--- config.mk ---
export PLATFORM = sky130hd
export DESIGN_NAME = dp_tap_ctrl
export DESIGN_NICKNAME = d
export VERILOG_FILES = /design/src/rtl/dp_tap_pkg.sv /design/src/rtl/dp_tap_sync.sv /design/src/rtl/dp_tap_ctrl.sv
export SDC_FILE = /design/constraint.sdc
export NUM_CORES = 1
export LEC_CHECK = 0
export BUFFER_PORTS_ARGS = -buffer_cell sky130_fd_sc_hd__buf_2
export CAP_MARGIN = 20
export CORE_ASPECT_RATIO = 0.7
export CORE_MARGIN = 2
export CORE_UTILIZATION = 52
export DETAILED_ROUTE_END_ITERATION = 10
export GPL_TIMING_DRIVEN = 0
export PLACE_DENSITY = 0.84
export SYNTH_ARGS = -nofsm -noshare
export SYNTH_HDL_FRONTEND = slang
export SYNTH_SLANG_ARGS = --single-unit
--- constraint.sdc ---
create_clock -name iclk -period 4.5 [get_ports iclk]
set_input_delay 0.45 -clock iclk [delete_from_list [all_inputs] [get_ports iclk]]
set_output_delay 0.45 -clock iclk [all_outputs]
set_load 0.005 [all_outputs]
--- src/rtl/dp_tap_pkg.sv ---
// Shared types and constants for the dp_tap debug TAP controller.
// IDCODE support is enabled with the DP_TAP_IDCODE_EN macro.
package dp_tap_pkg;

  typedef enum logic [3:0] {
    EX2_DR = 4'h0,
    EX1_DR = 4'h1,
    SH_DR  = 4'h2,
    PA_DR  = 4'h3,
    SEL_IR = 4'h4,
    UPD_DR = 4'h5,
    CAP_DR = 4'h6,
    SEL_DR = 4'h7,
    EX2_IR = 4'h8,
    EX1_IR = 4'h9,
    SH_IR  = 4'hA,
    PA_IR  = 4'hB,
    RTI    = 4'hC,
    UPD_IR = 4'hD,
    CAP_IR = 4'hE,
    TLR    = 4'hF
  } tap_state_t;

  localparam logic [3:0]  EXTEST    = 4'b0000;
  localparam logic [3:0]  SAMPLE    = 4'b0001;
  localparam logic [3:0]  IDCODE    = 4'b0010;
  localparam logic [3:0]  BYPASS    = 4'b1111;
  localparam logic [31:0] DP_IDCODE = 32'h0BA0_1477;

  // IEEE 1149.1 state transition on a tck rising edge.
  function automatic tap_state_t tap_next(input tap_state_t cur, input logic tms);
    tap_state_t nxt;
    case (cur)
      TLR:     nxt = tms ? TLR    : RTI;
      RTI:     nxt = tms ? SEL_DR : RTI;
      SEL_DR:  nxt = tms ? SEL_IR : CAP_DR;
      CAP_DR:  nxt = tms ? EX1_DR : SH_DR;
      SH_DR:   nxt = tms ? EX1_DR : SH_DR;
      EX1_DR:  nxt = tms ? UPD_DR : PA_DR;
      PA_DR:   nxt = tms ? EX2_DR : PA_DR;
      EX2_DR:  nxt = tms ? UPD_DR : SH_DR;
      UPD_DR:  nxt = tms ? SEL_DR : RTI;
      SEL_IR:  nxt = tms ? TLR    : CAP_IR;
      CAP_IR:  nxt = tms ? EX1_IR : SH_IR;
      SH_IR:   nxt = tms ? EX1_IR : SH_IR;
      EX1_IR:  nxt = tms ? UPD_IR : PA_IR;
      PA_IR:   nxt = tms ? EX2_IR : PA_IR;
      EX2_IR:  nxt = tms ? UPD_IR : SH_IR;
      UPD_IR:  nxt = tms ? SEL_DR : RTI;
      default: nxt = TLR;
    endcase
    return nxt;
  endfunction

endpackage

--- src/rtl/dp_tap_sync.sv ---
// Oversampling front end: synchronizes tck/tms/tdi into iclk and
// produces one-iclk tck edge pulses with the matching tms/tdi samples.
module dp_tap_sync
  import dp_tap_pkg::*;
#(
  parameter int sync_stages = 2
) (
  input  logic iclk,
  input  logic iresetn,
  input  logic tck,
  input  logic tms,
  input  logic tdi,
  output logic tck_rise,
  output logic tck_fall,
  output logic tms_s,
  output logic tdi_s
);

  logic [sync_stages-1:0] tck_sync;
  logic [sync_stages-1:0] tms_sync;
  logic [sync_stages-1:0] tdi_sync;
  logic                   tck_prev;

  // Synchronizer chains, edge detect and aligned tms/tdi samples.
  always_ff @(posedge iclk or negedge iresetn) begin
    if (!iresetn) begin
      tck_sync <= {sync_stages{1'b0}};
      tms_sync <= {sync_stages{1'b0}};
      tdi_sync <= {sync_stages{1'b0}};
      tck_prev <= 1'b0;
      tck_rise <= 1'b0;
      tck_fall <= 1'b0;
      tms_s    <= 1'b0;
      tdi_s    <= 1'b0;
    end else begin
      tck_sync <= {tck_sync[sync_stages-2:0], tck};
      tms_sync <= {tms_sync[sync_stages-2:0], tms};
      tdi_sync <= {tdi_sync[sync_stages-2:0], tdi};
      tck_prev <= tck_sync[sync_stages-1];
      tck_rise <= tck_sync[sync_stages-1] & ~tck_prev;
      tck_fall <= ~tck_sync[sync_stages-1] & tck_prev;
      tms_s    <= tms_sync[sync_stages-1];
      tdi_s    <= tdi_sync[sync_stages-1];
    end
  end

endmodule

--- src/rtl/dp_tap_ctrl.sv ---
// JTAG TAP controller driving the debug boundary scan chain from iclk.
// Define DP_TAP_IDCODE_EN to add the 32-bit IDCODE data register.
module dp_tap_ctrl
  import dp_tap_pkg::*;
#(
  parameter int ir_width    = 4,
  parameter int sync_stages = 2
) (
  input  logic                iclk,
  input  logic                iresetn,
  input  logic                tck,
  input  logic                tms,
  input  logic                tdi,
  output logic                tdo,
  output logic                tdo_en,
  output logic                bsr_sdi,
  input  logic                bsr_sdo,
  output logic                mode,
  output logic                shift_dr,
  output logic                clk_dr,
  output logic                update_dr,
  output logic [3:0]          tap_state,
  output logic [ir_width-1:0] ir_out
);

  localparam logic [ir_width-1:0] IR_EXTEST  = {ir_width{1'b0}};
  localparam logic [ir_width-1:0] IR_SAMPLE  = ir_width'(SAMPLE);
  localparam logic [ir_width-1:0] IR_CAPTURE = ir_width'(2'b01);
`ifdef DP_TAP_IDCODE_EN
  localparam logic [ir_width-1:0] IR_IDCODE  = ir_width'(IDCODE);
  localparam logic [ir_width-1:0] IR_RESET   = IR_IDCODE;
`else
  localparam logic [ir_width-1:0] IR_BYPASS  = {ir_width{1'b1}};
  localparam logic [ir_width-1:0] IR_RESET   = IR_BYPASS;
`endif

  logic                tck_rise;
  logic                tck_fall;
  logic                tms_s;
  logic                tdi_s;
  tap_state_t          state;
  tap_state_t          next_state;
  logic [ir_width-1:0] ir_shift;
  logic                bypass_reg;
  logic                bsr_sel;
  logic                id_sel;
  logic                id_lsb;
  logic                dr_lsb;

  dp_tap_sync #(
    .sync_stages(sync_stages)
  ) u_sync (
    .iclk    (iclk),
    .iresetn (iresetn),
    .tck     (tck),
    .tms     (tms),
    .tdi     (tdi),
    .tck_rise(tck_rise),
    .tck_fall(tck_fall),
    .tms_s   (tms_s),
    .tdi_s   (tdi_s)
  );

`ifdef DP_TAP_IDCODE_EN
  logic [31:0] id_shift;

  // IDCODE data register: capture the constant, shift LSB first.
  always_ff @(posedge iclk or negedge iresetn) begin
    if (!iresetn) begin
      id_shift <= 32'h0000_0000;
    end else if (tck_rise && (state == CAP_DR)) begin
      id_shift <= DP_IDCODE;
    end else if (tck_rise && (state == SH_DR)) begin
      id_shift <= {tdi_s, id_shift[31:1]};
    end
  end

  assign id_sel = (ir_out == IR_IDCODE);
  assign id_lsb = id_shift[0];
`else
  assign id_sel = 1'b0;
  assign id_lsb = 1'b0;
`endif

  // Next-state and data register selection.
  always_comb begin
    next_state = tap_next(state, tms_s);
    bsr_sel    = (ir_out == IR_EXTEST) || (ir_out == IR_SAMPLE);
    if (bsr_sel) begin
      dr_lsb = bsr_sdo;
    end else if (id_sel) begin
      dr_lsb = id_lsb;
    end else begin
      dr_lsb = bypass_reg;
    end
  end

  // TAP FSM, IR/bypass registers and all registered outputs.
  // Capture/shift happen on tck rise; shift_dr, updates and tdo on tck fall,
  // so shift_dr is still low at the capture clk_dr pulse.
  always_ff @(posedge iclk or negedge iresetn) begin
    if (!iresetn) begin
      state      <= TLR;
      ir_shift   <= {ir_width{1'b0}};
      ir_out     <= IR_RESET;
      bypass_reg <= 1'b0;
      mode       <= 1'b0;
      shift_dr   <= 1'b0;
      clk_dr     <= 1'b0;
      update_dr  <= 1'b0;
      tdo        <= 1'b0;
      tdo_en     <= 1'b0;
      bsr_sdi    <= 1'b0;
    end else begin
      clk_dr    <= 1'b0;
      update_dr <= 1'b0;
      bsr_sdi   <= tdi_s;
      if (tck_rise) begin
        state <= next_state;
        case (state)
          CAP_IR: ir_shift <= IR_CAPTURE;
          SH_IR:  ir_shift <= {tdi_s, ir_shift[ir_width-1:1]};
          CAP_DR: begin
            bypass_reg <= 1'b0;
            clk_dr     <= bsr_sel;
          end
          SH_DR: begin
            bypass_reg <= tdi_s;
            clk_dr     <= bsr_sel;
          end
          default: ;
        endcase
        if (next_state == TLR) begin
          ir_out <= IR_RESET;
          mode   <= 1'b0;
        end
      end else if (tck_fall) begin
        shift_dr <= (state == SH_DR) && bsr_sel;
        case (state)
          UPD_IR: begin
            ir_out <= ir_shift;
            mode   <= (ir_shift == IR_EXTEST);
          end
          UPD_DR:  update_dr <= bsr_sel;
          default: ;
        endcase
        if (state == SH_IR) begin
          tdo    <= ir_shift[0];
          tdo_en <= 1'b1;
        end else if (state == SH_DR) begin
          tdo    <= dr_lsb;
          tdo_en <= 1'b1;
        end else begin
          tdo    <= 1'b0;
          tdo_en <= 1'b0;
        end
      end
    end
  end

  assign tap_state = state;

endmodule

; Word-level counts from Yosys, hierarchy flattened
; Cells that the tools add are included.
[totals]
out_inout_bits = 15
reg_bits = 31
word_cells = 91
in_bits = 6
[classes]
eq_ne = 18
mux = 33
bitwise_logic = 5
n_reduce_logical = 16
[op_table]
columns = cell, count
row1 = $pmux 4 s12, 1
row2 = $eq 4x4->1 const B, 9
row3 = $mux 4, 5
row4 = $eq 4x3->1 const B, 4
row5 = $mux 1, 15
row6 = $logic_not 4->1, 3
row7 = $mux 2, 6
row8 = $mux 3, 4
row9 = $eq 4x1->1 const B, 2
row10 = $eq 4x2->1 const B, 2
row11 = $pmux 4 s2, 1
row12 = $reduce_bool 2->1, 4
row13 = $reduce_and 2->1, 3
row14 = $reduce_or 2->1, 2
row15 = $not 1->1, 3
row16 = $reduce_and 3->1, 1
row17 = $reduce_or 3->1, 1
row18 = $and 1x1->1, 2
row19 = $ne 2x2->1 const B, 1
row20 = $pmux 1 s2, 1
row21 = $logic_and 1x1->1, 1
row22 = $logic_or 1x1->1, 1

; Longest topological paths before layout
; Gate-level depths: netlist of the first run.
[logic_depth]
ltp_word = 6
ltp_mapped = 5
depth_no_buf = 4

; By module
; A second synthesis of the first run with hierarchy kept.
[unflattened]
cells_unflattened = 127
hier_area_um2 = 1388.8
[by_module_without_submodules]
columns = mod, area_each_um2, seq_area_each_um2, instances, cells_each
row1 = dp_tap_ctrl, 1098.6, 510.5, 1, 114
row2 = dp_tap_sync, 290.3, 275.3, 1, 13

; Worst setup path after synthesis of the first run
; No wires, ideal clock.
[synth_timing]
kind = register -> register
from = register state[1] (netlist: tap_state[1])
to = register mode
path_stages_with_launch = 6
arrival_time_ps = 1416
period_less_slack_ps = 1541
path_slack_ps = 2959
n_path_buf = 1
setup_time_ps = 125
required_ps = 4375
cell_sequence = dfstp_2 > buf_6 > or3_4 > a21oi_4 > a31oi_4 > mux2_4
[synth_between]
elab_chain_len = 6
word_cells_on_any_way = 24
classes_between = eq/ne (17) / mux (1) / reduce/logical (6)
[synth_rtl]
columns = element, line
row1 = "start, declared", dp_tap_ctrl.sv:41  ; tap_state_t state;
row2 = "start signal, assigned", dp_tap_ctrl.sv:119  ; state <= next_state;
row3 = "$eq 4x4->1, or another cell as far along", "dp_tap_pkg.sv:33, dp_tap_ctrl.sv:139"
row4 = $reduce_or 3->1 (no source line) or $reduce_or 2->1 (tied branches), n/a
row5 = $pmux 4 s12, dp_tap_pkg.sv:33  ; case (cur)
row6 = $eq 4x4->1, dp_tap_ctrl.sv:133  ; if (next_state == TLR) begin
row7 = $ne 2x2->1 (no source line), n/a
row8 = $reduce_and 3->1 (no source line) *, n/a
row9 = "end signal, assigned", dp_tap_ctrl.sv:142  ; mode <= (ir_shift == IR_EXTEST);
row10 = "end, declared", dp_tap_ctrl.sv:18  ; output logic mode,
; Mark *: on every way between the ends. The rest lies on a longest branch, timed or not.
; A chain may end at the register's enable or synchronous reset.

; Worst setup path in the final report of the first run
[layout_timing]
from = register u_sync.tck_rise
to = register mode
[layout_between]
elab_chain_len = 2
word_cells_on_any_way = 5
classes_between = eq/ne (1) / mux (1) / reduce/logical (3)
[layout_rtl]
columns = element, line
row1 = "start, declared", dp_tap_sync.sv:13  ; output logic tck_rise,
row2 = "start signal, assigned", dp_tap_sync.sv:40  ; tck_rise <= tck_sync[sync_stages-1] & ~tck_prev;
row3 = $ne 2x2->1 (no source line) or $reduce_bool 2->1 (tied branches), n/a
row4 = $reduce_and 3->1 (no source line), n/a
; Parallel ways exist; a longest one is shown, timed or not.

==> flow_metrics.py, run 1 <==
metrics = {
    "final_layout": {
        "diodes": 0,
        "fin_nets": 140,
        "final_util": 0.6167,
        "syn_to_final_growth_pct": 15.29,
        "drive_gt1_frac": 0.3556,
    },
    "synthesis": {
        "synth_edf_count": 0,
        "synth_nets": 113,
        "ys_async_sr_fraction": 1.000,
        "synthFlopType": "dfrtp_1",
        "syn_inst": 107,
        "avgSynthCellArea_um2": 12.01,
        "synth.distinct_cells": 32,
        "ys_warn_count": 0,
        "synth_area_mm2": 0.001285,
        "ys_seq_area_frac": 0.6115,
        "synth-seq-cells": 31,
    },
    "placement": {
        "dp_hpwl_um": 1687,
        "gp_congestion": 0.8010,
        "io_buffers": 20,
    },
    "run_status": {
        "status": "complete, no violations",
    },
    "worst_setup_path": {
        "crit_family": "simple AND/OR/NAND/NOR gates",
        "start_kind": "flop",
        "path_buf_inv": 0,
        "crit_chain": "nand2b_1 -> nor3b_2 -> a31oi_4 -> mux2_4",
        "end_kind": "flop",
        "arrival_ns": 1.89,
        "cp_slowest_cell": "dfrtp_1",
        "crit_type": "reg -> reg",
        "max_stage_delay_ns": 0.46,
        "path_max_fanout": 7,
        "cp_data_required_time_ns": 4.72,
    },
    "floorplan": {
        "start_util": 0.5349,
        "rows": 15,
        "die_y_um": 45.59,
        "core_area_mm2": 0.002402,
        "die_w_um": 63.42,
        "fp.dieArea_mm2": 0.002891,
        "ioPinCount": 21,
    },
    "routing": {
        "viasPerCell": 5.249,
        "vias": 887,
        "antenna_left": 0,
        "wl_per_cell_um": 13.85,
        "routed_wl_um": 2341,
        "dr.pass1.iters": 4,
        "drc": 0,
        "drt_iter0_drc": 38,
    },
    "worst_hold_path": {
        "worstHoldPathType": "in -> async",
    },
    "clock_network": {
        "clock_latency_ns": 0.34,
        "cts.hold.buffers_added": 0,
        "clock_sinks": 31,
        "postCtsResizedCells": 0,
        "clk_pin_slew_worst_paths_ns": 0.10,
        "root_buffer": "clkbuf_4",
        "cts_tree": "yes",
        "post_cts_buffers": 0,
        "cts-htree-levels": 2,
        "cts-buffers-inserted": 5,
        "cts.path.max_buffers": 2,
    },
    "job": {
        "cap_viol_max_count": 0,
    },
    "power": {
        "peakVddDrop_mv": 0.2771,
        "leakage_uw": 0.0007015,
        "power_density_mw_per_mm2": 570.3,
    },
    "sta": {
        "tightest_slew_ns": 0.6523,
        "fin_worst_skew_ns": 0.008060,
        "period_needed_ns": 1.670,
        "fmax_mhz": 598.9,
        "slew_headroom": 0.5652,
        "setup_viol": 0,
        "tns_ns": 0,
        "fin_crit_sh": 0.3711,
        "hold_viol_final": 0,
        "drv_slew": 0,
        "rsz0062_at_grt": "false",
    },
    "global_routing": {
        "grt.total_usage": 0.1911,
        "gr-total-overflow": 0,
        "antenna_found_initial": 0,
        "grt_pass1_wl_um": 3788,
        "grt_start_max_net_pins": 32,
        "grt_pass1_vias": 769,
    },
}
logic make-up (layout without fill, tap and decap cells):
logic type | count (synthesis) | count (layout) | share of synthesized area
AO/OA/AOI/OAI | 22 | 22 | 0.1207
flip-flops | 31 | 31 | 0.6115
buffers and inverters | 10 | 38 | 0.03797
multiplexers | 8 | 8 | 0.07303
AND/OR/NAND/NOR | 36 | 36 | 0.1568
synthesized netlist by cell type, types with 2 or more instances:
library cell	n	area [µm²]
dfstp_2	8	210.2
nand2_1	8	30.03
nor2b_1	3	18.77
nand3b_1	2	15.01
and3_1	2	12.51
mux2_4	2	30.03
nand2b_1	4	25.02
o21ai_0	5	25.02
dfrtp_1	23	575.6
buf_2	3	15.01
mux2i_1	3	30.03
a22o_1	2	17.52
nand3_1	3	15.01
inv_1	4	15.01
nor4_1	2	12.51
a21oi_1	4	20.02
a21o_1	2	15.01
nor3_1	2	10.01
o21ai_1	6	30.03
nor2_1	5	18.77
mux2_2	2	22.52
clkbuf_1	2	7.510
cell type report:
class                   instances  area (µm²)
clock inverters                 2       12.51
repair buffers                 20       100.1
plain buffers                   6       33.78
fillers                       224       920.9
multi-input cells              66       450.4
flip-flops and latches         31       785.8
clock buffers                   6       41.29
inverters                       4       15.01
well taps                      34       42.54
worst register-to-register path: cells and delay by family, from the launching register on:
kind	cells	cell delay, ns
simple gates	2	0.59
flops	1	0.46
compound gates	1	0.18
mux	1	0.33
report_power, final:
group          internal [µW]  leakage [µW]  total, µW  switching (µW)
clock network           60.1     0.0000282        156            95.4
registers                359      0.000376        407            48.3
logic                    135      0.000297        282             148
worst paths after layout:
kind	startpoint	end	slack, ns	cells past startpoint
max in group asynchronous	iresetn	ir_shift[1]$_DFFE_PN0P_	3.95	1
max reg2reg	u_sync.tck_rise$_DFF_PN0_	mode$_DFFE_PN0P_	2.83	4
min reg2reg	u_sync.tms_sync[1]$_DFF_PN0_	u_sync.tms_s$_DFF_PN0_	0.35	0
max	u_sync.tck_rise$_DFF_PN0_	mode$_DFFE_PN0P_	2.83	4
min in group iclk	tms	u_sync.tms_sync[0]$_DFF_PN0_	0.21	1
min	iresetn	update_dr$_DFF_PN0_	0.13	1
cells in the final DEF (no fill, tap or decap), drive strengths merged:
cell      instances
nand3             3
clkinv            1
nand4             1
mux2              5
nor2b             3
a31oi             1
a21o              2
nor4              2
nand3b            2
clkbuf            8
o21ai            11
or2               1
a22o              2
nand2             8
nor2              5
a21oi             5
a221o             1
or3               1
nand2b            4
nor3              2
nor3b             2
dfstp             8
and3              2
inv               4
clkinvlp          1
buf              24
mux2i             3
dfrtp            23
layer usage:
metal / routed length [µm] / vias to the layer above / track usage
li1: - / 429 / -
met5: 0 / - / 0
met2: 1011 / 30 / 0.2674
met4: 41 / 0 / 0.07826
met1: 1110 / 422 / 0.2541
met3: 178 / 6 / 0.09653
metrics by stage:
step	std cells	instance area, µm²	worst slack [ns]	total power, µW	hold slack, ns
finish	169	1481	2.830	844.9	0.1269
global route	169	1481	2.762	901.6	0.1680
CTS	169	1481	2.827	850.2	0.1477
detailed placement	161	1428	2.848	693.0	0.3358
global placement	161	1428	2.890	672.5	0.3323
floorplan	107	1285	2.959	594.6	0.1544
Power figures use the tool's default switching activity.
==> run 2: changes to the inputs <==
--- a/config.mk
+++ b/config.mk
@@ -5,6 +5,7 @@
 export SDC_FILE = /design/constraint.sdc
 export NUM_CORES = 1
 export LEC_CHECK = 0
+export ABC_AREA = 1
 export BUFFER_PORTS_ARGS = -buffer_cell sky130_fd_sc_hd__buf_2
 export CAP_MARGIN = 20
 export CORE_ASPECT_RATIO = 0.7
==> constraint.sdc (replaced) <==
create_clock -name iclk -period 1.7 [get_ports iclk]
set_input_delay 0.17 -clock iclk [delete_from_list [all_inputs] [get_ports iclk]]
set_output_delay 0.17 -clock iclk [all_outputs]
set_load 0.005 [all_outputs]
==> flow_metrics.py, run 2 <==
metrics = {
    "sta": {
        "period_needed_ns": 1.610,
        "fmax_mhz": 621.0,
        "tightest_slew_ns": 0.6653,
        "drv_slew": 0,
        "setup_viol": 0,
        "slew_headroom": 0.5565,
        "hold_viol_final": 0,
        "whs_ns": 0.2132,
        "fin_crit_sh": 0.9472,
        "fin_worst_skew_ns": 0.007266,
    },
    "power": {
        "p_switching_uw": 928.6,
        "p_int_uw": 1600,
        "power_density_mw_per_mm2": 1491,
        "power_frac_comb": 0.354,
        "p_clk_frac": 0.217,
        "power.total_uw": 2528,
        "swShare": 0.3673,
        "peakVddDrop_mv": 0.7354,
        "leakage_uw": 0.0008965,
        "power_frac_seq": 0.429,
    },
    "routing": {
        "routed_wl_um": 2694,
        "drc": 0,
        "vias": 1108,
        "wl_per_cell_um": 11.87,
        "antenna_left": 0,
        "drt_iter0_drc": 83,
        "dr.pass1.iters": 4,
        "viasPerCell": 4.881,
    },
    "worst_setup_path": {
        "max_stage_delay_ns": 0.53,
        "path_max_fanout": 8,
        "end_kind": "flop",
        "arrival_ns": 1.84,
        "reg2reg_depth": 11,
        "rr_endpoint": "ir_out[2]$_DFFE_PN1P_",
        "start_kind": "flop",
        "crit_chain": "buf_6 -> inv_4 -> nor2_4 -> nand2_2 -> a21oi_2 -> nor2_2 -> nor2_2 -> nand2_4 -> nand2_4 -> nand2_1 -> nand2_1",
        "crit_family": "simple AND/OR/NAND/NOR gates",
        "cp_data_required_time_ns": 1.92,
        "cp.depth": 11,
        "cp_slowest_cell": "dfstp_2",
        "crit_type": "reg -> reg",
        "r2r_setup_slack_ns": 0.09,
        "path_buf_inv": 2,
        "r2r_start": "tap_state[2]$_DFFE_PN1P_",
    },
    "job": {
        "cap_viol_max_count": 0,
    },
    "global_routing": {
        "grt_start_max_net_pins": 32,
        "globalRouteMet1Util": 0.2729,
        "gr-total-overflow": 0,
        "grt_pass1_vias": 981,
        "grt.total_usage": 0.1983,
        "antenna_found_initial": 0,
        "grt_use_met3": 0.07674,
        "grt-busiest-layer": "met2",
        "grt_pass1_wl_um": 4284,
        "grtUsageMet2": 0.2755,
    },
    "final_layout": {
        "syn_to_final_growth_pct": 23.07,
        "final_cell_mix": "nand2_1 (38), dfrtp_1 (23), buf_2 (21), inv_1 (17)",
        "fin_nets": 198,
        "final_common_cell": "nand2_1",
        "diodes": 0,
        "drive_gt1_frac": 0.3161,
    },
    "run_status": {
        "status": "complete, no violations",
    },
    "floorplan": {
        "die_y_um": 47.07,
        "core_area_mm2": 0.002496,
        "die_w_um": 65.52,
        "fp.dieArea_mm2": 0.003084,
        "ioPinCount": 21,
        "rows": 15,
        "start_util": 0.5519,
    },
    "synthesis": {
        "ys_seq_area_frac": 0.5704,
        "synth_top_area_cell": "dfrtp_1",
        "syn_inst": 158,
        "ys_async_sr_fraction": 1.000,
        "synth_area_leaders": "dfrtp_1 (42%), dfstp_2 (15%), nand2_1 (11%)",
        "synth.distinct_cells": 24,
        "synth_edf_count": 0,
        "synth.most_common_cell": "nand2_1",
        "avgSynthCellArea_um2": 8.719,
        "synth_area_mm2": 0.001378,
        "synth-seq-cells": 31,
        "synth_commonest_cells": "nand2_1 (39), dfrtp_1 (23), inv_1 (17), nor2_1 (15), nand3_1 (14)",
        "synth_nets": 164,
        "synthFlopType": "dfrtp_1",
        "yosysTopAreaCellShare": 0.4178,
        "ys_warn_count": 0,
    },
    "clock_network": {
        "cts.path.max_buffers": 2,
        "clock_sinks": 31,
        "cts_tree": "yes",
        "root_buffer": "clkbuf_8",
        "cts-buffers-inserted": 5,
        "clock_latency_ns": 0.28,
        "cts-htree-levels": 2,
        "clk_pin_slew_worst_paths_ns": 0.06,
    },
    "worst_hold_path": {
        "hold_depth": 3,
        "min_from": "bsr_sdo",
        "holdPathEnd": "tdo$_DFFE_PN0P_",
        "worstHoldPathType": "in -> reg",
    },
    "placement": {
        "gp_congestion": 0.8018,
        "io_buffers": 20,
        "dp_hpwl_um": 1844,
    },
}
==> run 2: cell count changes after synthesis, moves of 5 or more <==
cell / change
nand2_2: +6
o21ai_1: -5
inv_1: +13
inv_2: +5
nand3_1: +11
nor2_1: +10
nand2_1: +31
==> run 2: area by class of cell <==
cell class / instances / area (µm²)
multi-input combinational: 101 / 501.7
buffer: 3 / 27.53
fill: 214 / 800.8
sequential: 31 / 785.8
inverter: 23 / 90.09
clock inverter: 2 / 12.51
tap: 34 / 42.54
timing repair buffer: 27 / 162.7
clock buffer: 6 / 72.57
==> run 2: worst max path at each step <==
stage / from / to / slack (ns)
after floorplan: tap_state[2]$_DFFE_PN1P_ / ir_out[0]$_DFFE_PN1P_ / 0.26
after global placement: tap_state[2]$_DFFE_PN1P_ / ir_out[1]$_DFFE_PN1P_ / 0.08
after detailed placement: tap_state[2]$_DFFE_PN1P_ / ir_out[1]$_DFFE_PN1P_ / 0.1
after CTS: tap_state[2]$_DFFE_PN1P_ / ir_out[1]$_DFFE_PN1P_ / 0.08
after global routing: tap_state[2]$_DFFE_PN1P_ / ir_out[2]$_DFFE_PN1P_ / -0.0005
final: tap_state[2]$_DFFE_PN1P_ / ir_out[2]$_DFFE_PN1P_ / 0.09
==> run 2: metrics by stage <==
stage	worst slack (ns)	instances	TNS [ns]	cell area, µm²	util
2_1_floorplan	0.2586	158	0	1378	-
3_3_place_gp	0.07666	212	0	1520	0.6090
3_5_place_dp	0.09646	212	0	1520	0.6090
4_1_cts	0.08202	224	0	1645	0.6591
5_1_grt	-0.0005429	227	-0.0005429	1695	0.6792
6_report	0.08969	227	0	1695	0.6792
==> run 2: repair_timing <==
action | 4_1_cts | 5_1_grt
hold buffers | 4 | 0
hold endpoints to repair | 26 | 0
setup buffers | 0 | 3
resized for setup | 0 | 7
endpoints found under the setup margin | 0 | 5
==> run 2: tightest hold or removal path, delay by kind of cell <==
family          cells  cell delay, ns
buf+inv             1            0.07
compound gates      2            0.20
==> run 2: cell families (layout without fill, tap and decap cells) <==
kind of cell	Yosys count	in the layout	synth area share
simple gates	82	82	0.2670
flops	31	31	0.5704
buf+inv	26	61	0.08355
compound gates	19	19	0.07902
==> run 2: routing by layer <==
metal | part of all wire | vias to the layer above
li1 | - | 567
met1 | 0.50 | 505
met2 | 0.42 | 30
met3 | 0.059 | 6
met4 | 0.024 | 0
met5 | 0 | -
==> run 2: power by group through the flow <==
| stage | registers, µW | clock network (µW) | logic (µW) |
|---|---|---|---|
| floorplan | 1080 | 0 | 551 |
| global placement | 1080 | 0 | 793 |
| detailed placement | 1090 | 0 | 798 |
| CTS | 1080 | 562 | 807 |
| global route | 1110 | 601 | 1010 |
| finish | 1080 | 549 | 894 |
==> run 3: changes to the inputs <==
==> constraint.sdc (replaced) <==
create_clock -name iclk -period 1.8 [get_ports iclk]
set_input_delay 0.18 -clock iclk [delete_from_list [all_inputs] [get_ports iclk]]
set_output_delay 0.18 -clock iclk [all_outputs]
set_load 0.005 [all_outputs]
==> flow_metrics.py, run 3 (synthesis results as in run 2) <==
metrics = {
    "global_routing": {
        "grt_start_max_net_pins": 32,
        "gr-total-overflow": 0,
        "grt_pass1_wl_um": 4284,
        "antenna_found_initial": 0,
        "grt_pass1_vias": 981,
        "grt.total_usage": 0.1983,
    },
    "routing": {
        "antenna_left": 0,
        "drt_iter0_drc": 61,
        "viasPerCell": 4.848,
        "wl_per_cell_um": 11.39,
        "vias": 1086,
        "drc": 0,
        "routed_wl_um": 2551,
        "dr.pass1.iters": 4,
    },
    "sta": {
        "setup_viol": 0,
        "layout_setup_ws_ns": 0.1686,
        "tightest_slew_ns": 0.6508,
        "whs_ns": 0.2219,
        "rsz0062_at_grt": "false",
        "fin_crit_sh": 0.9063,
        "slew_headroom": 0.5661,
        "fin_worst_skew_ns": 0.007108,
        "tns_ns": 0,
        "fmax_mhz": 613.0,
        "hold_viol_final": 0,
        "drv_slew": 0,
        "period_needed_ns": 1.631,
    },
    "final_layout": {
        "seqCellArea_um2": 785.8,
        "final_common_cell": "nand2_1",
        "final_cell_mix": "nand2_1 (39), dfrtp_1 (23), buf_2 (21), inv_1 (17), nor2_1 (15)",
        "nFillCells": 218,
        "multi_input_area_um2": 476.7,
        "drive_gt1_frac": 0.2947,
        "syn_to_final_growth_pct": 19.44,
        "fin_nets": 195,
        "diodes": 0,
    },
    "clock_network": {
        "clock_sinks": 31,
        "clk_pin_slew_worst_paths_ns": 0.06,
        "cts-buffers-inserted": 5,
        "post_cts_buffers": 0,
        "root_buffer": "clkbuf_8",
        "clock_latency_ns": 0.28,
        "cts.path.max_buffers": 2,
        "postCtsResizedCells": 0,
        "cts.hold.buffers_added": 4,
        "cts_tree": "yes",
        "cts-htree-levels": 2,
    },
    "floorplan": {
        "core_area_mm2": 0.002496,
        "rows": 15,
        "die_w_um": 65.52,
        "fp.dieArea_mm2": 0.003084,
        "die_y_um": 47.07,
        "ioPinCount": 21,
        "start_util": 0.5519,
    },
    "worst_setup_path": {
        "crit_type": "reg -> reg",
        "end_kind": "flop",
        "path_max_fanout": 9,
        "start_kind": "flop",
        "arrival_ns": 1.86,
        "cp_data_required_time_ns": 2.03,
    },
    "run_status": {
        "status": "complete, no violations",
    },
    "power": {
        "power_density_mw_per_mm2": 1397,
        "power_frac_seq": 0.443,
        "swShare": 0.3607,
        "power_frac_comb": 0.331,
        "p_int_uw": 1469,
        "peakVddDrop_mv": 0.6938,
        "p_clk_frac": 0.226,
        "p_switching_uw": 829.2,
        "leakage_uw": 0.0008697,
    },
    "worst_hold_path": {
        "worstHoldPathType": "in -> reg",
    },
    "job": {
        "cap_viol_max_count": 0,
    },
    "placement": {
        "post-place-ws_ns": 0.1965,
        "dp_hpwl_um": 1844,
        "gp_congestion": 0.8018,
        "io_buffers": 20,
    },
}
[run 3: worst max-delay path, cell delays in order, from the launching register on]
cell and delay (ns):
dfstp_2 0.53, buf_6 0.13, inv_2 0.07, nor2_2 0.12
nand2_1 0.09, nand2_1 0.06, nor2_1 0.04, nand2_1 0.05
nand2_1 0.05, nand2_1 0.10, nand2_2 0.11, nand2_2 0.10
nand2_1 0.07, nand2_1 0.06
[run 3: final cells by class]
type,instances,area share
clock inverters,2,0.007605
well taps,34,0.02586
inverters,23,0.05323
plain buffers,3,0.01673
flip-flops and latches,31,0.4776
repair buffers,24,0.08517
multi-input cells,101,0.2897
clock buffers,6,0.04411
[run 3: power by group through the flow]
| stage | combinational, µW | sequential [µW] | clock (µW) |
|---|---|---|---|
| after detailed placement | 754 | 1030 | 0 |
| after global placement | 748 | 1020 | 0 |
| after global routing | 876 | 1040 | 568 |
| final | 760 | 1020 | 519 |
| after floorplan | 521 | 1020 | 0 |
| after CTS | 762 | 1020 | 531 |
[run 3: per-stage QoR]
stage | cell area [µm²] | cells | power, µW | util
final | 1645 | 224 | 2298 | 0.6591
after global routing | 1645 | 224 | 2483 | 0.6591
after CTS | 1645 | 224 | 2313 | 0.6591
after detailed placement | 1520 | 212 | 1786 | 0.6090
after global placement | 1520 | 212 | 1769 | 0.6090
after floorplan | 1378 | 158 | 1544 | -
[run 3: final timing paths]
path | to | cells after the start | startpoint | slack (ns)
max | ir_out[2]$_DFFE_PN1P_ | 13 | tap_state[2]$_DFFE_PN1P_ | 0.17
min reg2reg | u_sync.tms_s$_DFF_PN0_ | 0 | u_sync.tms_sync[1]$_DFF_PN0_ | 0.35
min in group asynchronous | clk_dr$_DFF_PN0_ | 2 | iresetn | 0.46
max reg2reg | ir_out[2]$_DFFE_PN1P_ | 13 | tap_state[2]$_DFFE_PN1P_ | 0.17
max in group asynchronous | u_sync.tdi_s$_DFF_PN0_ | 2 | iresetn | 0.92
min | tdo$_DFFE_PN0P_ | 3 | bsr_sdo | 0.22
[run 3: metal layers]
metal | routed length, µm | global-route usage | vias up
met4 | 49 | 0.1042 | 0
met1 | 1309 | 0.2729 | 494
li1 | - | - | 563
met2 | 1054 | 0.2755 | 25
met5 | 0 | 0 | -
met3 | 137 | 0.07674 | 4
